## src/rtl/seq_digit_comparator.sv

```systemverilog
// -----------------------------------------------------------------------------
// seq_digit_comparator
//
// Multi-cycle magnitude comparator. Two WIDTH-bit operands are compared one
// DIGIT-bit slice per clock, most-significant slice first. The comparison
// stops at the first slice that differs. If every slice matches, the cascade
// inputs (cin_e/cin_l/cin_g) are copied to the result unchanged, so several
// comparators can be chained.
//
// Optional feature macro: SEQCMP_SIGNED_EN
//   When defined, a signed_mode input is added. With signed_mode=1, the sign
//   bits of both operands are inverted as they are latched. This gives
//   two's-complement ordering and does not change latency.
//
// Parameters:
//   WIDTH        operand width; must be a multiple of DIGIT
//   DIGIT        slice width compared per cycle
//
// Ports:
//   clk          rising-edge clock
//   rst_n        synchronous active-low reset
//   start        request a comparison (accepted in IDLE or DONE only)
//   a, b         operands, sampled on the accepting edge
//   cin_e/l/g    cascade inputs, sampled on the accepting edge
//   signed_mode  two's-complement compare (SEQCMP_SIGNED_EN builds only)
//   busy         high while comparing
//   done         one-cycle pulse when a new result is valid
//   eq, lt, gt   result flags (A==B, A<B, A>B)
//   digits_used  number of slices examined for the last result
// -----------------------------------------------------------------------------
module seq_digit_comparator #(
    parameter int WIDTH = 16,
    parameter int DIGIT = 4
) (
    input  logic                                clk,
    input  logic                                rst_n,
    input  logic                                start,
    input  logic [WIDTH-1:0]                    a,
    input  logic [WIDTH-1:0]                    b,
    input  logic                                cin_e,
    input  logic                                cin_l,
    input  logic                                cin_g,
`ifdef SEQCMP_SIGNED_EN
    input  logic                                signed_mode,
`endif
    output logic                                busy,
    output logic                                done,
    output logic                                eq,
    output logic                                lt,
    output logic                                gt,
    output logic [$clog2(WIDTH/DIGIT+1)-1:0]    digits_used
);

    localparam int NDIG = WIDTH / DIGIT;
    localparam int CW   = $clog2(NDIG + 1);
    localparam int IW   = (NDIG > 1) ? $clog2(NDIG) : 1;

    // Refuse to build when the operand does not split into whole slices.
    if ((WIDTH % DIGIT) != 0) begin : g_width_check
        $error("seq_digit_comparator: WIDTH must be a multiple of DIGIT");
    end

    typedef enum logic [1:0] {
        ST_IDLE = 2'd0,
        ST_CMP  = 2'd1,
        ST_DONE = 2'd2
    } state_t;

    state_t            state_r;
    logic [WIDTH-1:0]  a_r;
    logic [WIDTH-1:0]  b_r;
    logic              cin_e_r;
    logic              cin_l_r;
    logic              cin_g_r;
    logic [IW-1:0]     idx_r;
    logic [CW-1:0]     count_r;

    logic [WIDTH-1:0]  sign_flip_s;
    logic [DIGIT-1:0]  slice_a_s;
    logic [DIGIT-1:0]  slice_b_s;
    logic [CW-1:0]     count_inc_s;

    // Extract slice i (slice 0 = least significant) from an operand.
    function automatic logic [DIGIT-1:0] slice_of(input logic [WIDTH-1:0] v,
                                                  input logic [IW-1:0]    i);
        logic [WIDTH-1:0] sh;
        sh = v >> (int'(i) * DIGIT);
        return sh[DIGIT-1:0];
    endfunction

    // Sign-bit inversion mask applied at latch time. Flipping both MSBs maps
    // two's-complement order onto unsigned order for the top slice only.
    always_comb begin
        sign_flip_s = {WIDTH{1'b0}};
`ifdef SEQCMP_SIGNED_EN
        sign_flip_s[WIDTH-1] = signed_mode;
`endif
    end

    // Current slice pair and the slice count including this cycle.
    always_comb begin
        slice_a_s   = slice_of(a_r, idx_r);
        slice_b_s   = slice_of(b_r, idx_r);
        count_inc_s = count_r + CW'(1'b1);
    end

    // Control FSM with registered handshake and result outputs.
    always_ff @(posedge clk) begin
        if (!rst_n) begin
            state_r     <= ST_IDLE;
            a_r         <= {WIDTH{1'b0}};
            b_r         <= {WIDTH{1'b0}};
            cin_e_r     <= 1'b0;
            cin_l_r     <= 1'b0;
            cin_g_r     <= 1'b0;
            idx_r       <= {IW{1'b0}};
            count_r     <= {CW{1'b0}};
            busy        <= 1'b0;
            done        <= 1'b0;
            eq          <= 1'b0;
            lt          <= 1'b0;
            gt          <= 1'b0;
            digits_used <= {CW{1'b0}};
        end else begin
            case (state_r)
                ST_IDLE, ST_DONE: begin
                    done <= 1'b0;
                    if (start) begin
                        a_r     <= a ^ sign_flip_s;
                        b_r     <= b ^ sign_flip_s;
                        cin_e_r <= cin_e;
                        cin_l_r <= cin_l;
                        cin_g_r <= cin_g;
                        idx_r   <= IW'(NDIG - 1);
                        count_r <= {CW{1'b0}};
                        busy    <= 1'b1;
                        state_r <= ST_CMP;
                    end else begin
                        state_r <= ST_IDLE;
                    end
                end
                ST_CMP: begin
                    // start is deliberately ignored here; operands stay latched.
                    count_r <= count_inc_s;
                    if (slice_a_s != slice_b_s) begin
                        eq          <= 1'b0;
                        lt          <= (slice_a_s < slice_b_s);
                        gt          <= (slice_a_s > slice_b_s);
                        digits_used <= count_inc_s;
                        busy        <= 1'b0;
                        done        <= 1'b1;
                        state_r     <= ST_DONE;
                    end else if (idx_r == {IW{1'b0}}) begin
                        // All slices equal: cascade bits pass through unchecked.
                        eq          <= cin_e_r;
                        lt          <= cin_l_r;
                        gt          <= cin_g_r;
                        digits_used <= count_inc_s;
                        busy        <= 1'b0;
                        done        <= 1'b1;
                        state_r     <= ST_DONE;
                    end else begin
                        idx_r <= idx_r - IW'(1'b1);
                    end
                end
                default: begin
                    busy    <= 1'b0;
                    done    <= 1'b0;
                    state_r <= ST_IDLE;
                end
            endcase
        end
    end

endmodule

```

## config.mk

```make
export PLATFORM = sky130hd
export DESIGN_NAME = seq_digit_comparator
export DESIGN_NICKNAME = d
export VERILOG_FILES = /design/src/rtl/seq_digit_comparator.sv
export SDC_FILE = /design/constraint.sdc
export NUM_CORES = 1
export LEC_CHECK = 0
export CORE_ASPECT_RATIO = 0.7
export CORE_UTILIZATION = 54
export CTS_CLUSTER_DIAMETER = 200
export DETAILED_ROUTE_END_ITERATION = 8
export MAX_ROUTING_LAYER = met4
export PLACE_DENSITY_LB_ADDON = 0.15
export SLEW_MARGIN = 25
export SYNTH_ARGS = -nofsm -noshare
export SYNTH_HDL_FRONTEND = slang
export SYNTH_SLANG_ARGS = --single-unit
```

## constraint.sdc

```tcl
create_clock -name clk -period 4.55 [get_ports clk]
set_input_delay 0.91 -clock clk [delete_from_list [all_inputs] [get_ports clk]]
set_output_delay 0.91 -clock clk [all_outputs]
set_load 0.01 [all_outputs]
```

==> metrics <==
status completed; Final Util 74.52%; remaining routing DRC violations 0; Final Cycle Share 59.77%; IO buf count 45; area grow syn2layout 28.13%; post-CTS setup buffer count 0; Critical Path Sink lt; reg-to-reg slack, setup 1.83 ns; Psw 0.2625 mW; Starting DRT DRC Count 105; crit end category register; Fillers 291; CTS Hold Bufs 0; met1 GRT Util 32.54%; HP Class reg2reg; Post-Synthesis Net Count 286; Internal 0.7963 mW; Sum Neg Setup Slack 0 ns; clk root buf clkbuf_8; Final Hold Vio Count 0; Detailed Routing Iterations Pass 1 4; Setup crit start idx_r[0]; largest net degree at the start of global routing 47; Num Clock Sinks 50; Slew HR 48.93%; multi-input combinational cell area about 0.0010 mm²; post-synth top area cell dfxtp_1; Yosys cell types 31; met2 Resource Use GR 34.23%; Yosys reg bits 50; GRT Max-Usage Layer met2; ys async rst share 0%; htree depth 2; Antenna Cells 0; initial antenna violation count 0; Max FO, Critical Path 11; simple-gate portion of the synthesized area between 20 and 25%; Comb pwr share 17.4%; Nets 325; mux share of post-synthesis cell area 9.434%; Post-CTS Resized 0; Vias/cell 5.331; final WL 4486 µm; clock period minus worst slack 2.720 ns; arrival time at the worst endpoint 2.92 ns; Synth warnings 0; chip height 54.45 µm; sequential share of the synthesized area roughly 47%; Setup CP Type reg2reg; clk slew on worst S/H paths 0.10 ns; Mapped Cells 242; # rows 18; Worst R2R End lt; Fmax achieved 0.3677 GHz; Post-synth top flop dfxtp_1; most common cell in the netlist nand2_1; Die Wd roughly 77 µm; Synth Area in XOR/XNOR 0.8255%; clk buf depth 2; total grt overflow 0; r2r startpoint idx_r[0]; PwrDens roughly 390 mW/mm²; share of power burned in registers 46.5%; Tot GR Track Use about a quarter; CTS tree yes; drt wl/cell ~14 µm; RSZ-0062 raised after global routing no; Pins Over Slew Limit 0; post-synthesis instance area 0.002122 mm²; global-route wire length before repair 7182 µm; Synth Area in Adders 3.538%; synth top area cells dfxtp_1 47%, nand2_1 13%, a21oi_1 9.9%; die area 0.004189 mm²; via count around 1800; synthesized area per cell 8.769 µm²; CTS buffer count 5; met3 Use GR between 5 and 6%; routability cong. about 0.77; register area ~0.0010 mm²; LEAKAGE 1.008 nW; Clock power frac 36.2%; largest family of logic cells by synthesized area simple AND/OR/NAND/NOR gates; Critical Path Start Type register; complex-gate fraction of the synthesized area a little over an eighth; Post-Route Skew 0.01349 ns; worst-margin pin slew 0.7650 ns; number of flops mapped to enable cells by yosys 0; antenna-violating nets left 0; layout cells sized above 1 8.156%; vias in the first global route 1562; initial core utilization 58.16%; maximum vdd ir drop 0.0002990 V; cell depth of the worst flop-to-flop path 6; worst endpoint required time 4.75 ns; hpwl dp approximately 2900 µm; area share of the leading cell type in the synthesized netlist a little under half; worst skew pair latency approximately 0.31 ns; Switching Fraction 24.79%; synth cell count leaders 72 x nand2_1, 50 x dfxtp_1, 42 x a21oi_1; Setup Viol. Count Final 0; max_cap viols 0; I/O Pins 46; core area 0.003649 mm²
## per-layer routing
metal	part of all wire, %	wire (µm)	up-vias
li1	-	-	890
met1	50	2244	819
met2	43	1930	53
met3	5.6	249	8
met4	1.4	61	0
met5	0	0	-
## placed cells by master, fill, tap and decap left out, types with 4 or more instances in the layout
cell type / instances
clkdlybuf4s50_1: 45
inv_1: 8
nand2b_1: 6
nor3_1: 4
ha_1: 6
dfxtp_1: 50
nand2_1: 72
mux4_2: 8
a21oi_1: 42
nor2_1: 5
clkbuf_8: 6
## per-stage QoR
step / setup WS (ns) / cells / power, mW / area, µm² / hold WS (ns)
floorplan: 2.303 / 242 / 0.6135 / 2122 / 0.4317
detailed placement: 1.853 / 324 / 0.6824 / 2576 / 0.4453
global route: 1.686 / 332 / 1.103 / 2719 / 0.4751
global placement: 1.989 / 324 / 0.6780 / 2576 / 0.4453
CTS: 1.819 / 332 / 1.064 / 2719 / 0.4596
finish: 1.830 / 332 / 1.059 / 2719 / 0.4580
## kinds of logic (layout without fill, tap and decap cells)
family,Yosys count,count (layout)
AND/OR/NAND/NOR,98,98
buffers and inverters,24,64
multiplexers,10,10
AO/OA/AOI/OAI,52,52
flip-flops,50,50
XOR/XNOR,2,2
adder cells (fa/ha/maj),6,6
## sequential cells by signal, indices dropped and copies added (netlist names)
| register | count |
|---|---|
| cin_g_r | 1 |
| eq | 1 |
| digits_used | 3 |
| b_r | 16 |
| busy | 1 |
| a_r | 16 |
| gt | 1 |
| cin_e_r | 1 |
| lt | 1 |
| done | 1 |
| count_r | 3 |
| cin_l_r | 1 |
| idx_r | 2 |
| state_r | 2 |
## worst max-delay path: stages, from the launching register on
cell	delay [ns]
dfxtp_1	0.70
mux4_2	0.59
ha_1	0.35
nand4_2	0.17
o21a_1	0.39
o31ai_2	0.15
o221a_1	0.25
## power groups by stage
stage	clock network (mW)	logic [mW]	registers [mW]
floorplan	0	0.122	0.492
global placement	0	0.176	0.502
detailed placement	0	0.180	0.502
CTS	0.387	0.184	0.492
global route	0.403	0.204	0.496
finish	0.383	0.184	0.492
## cell type report
cell class,count,area share (%)
sequential,50,36.82
inverter,9,1.243
clock buffer,6,3.037
tap,50,2.301
timing repair buffer,47,17.12
clock inverter,2,2.209
multi-input combinational,168,37.28
## how the worst min path moves through the flow
stage                 start       to  slack (ns)  depth (start not counted)
finish              a_r[10]  a_r[10]        0.46                          2
detailed placement  cin_l_r  cin_l_r        0.45                          2
global placement     a_r[4]   a_r[4]        0.45                          2
CTS                 a_r[10]  a_r[10]        0.46                          2
global route        b_r[14]  b_r[14]        0.48                          2
floorplan           cin_l_r  cin_l_r        0.43                          2
Power figures use the tool's default switching activity.
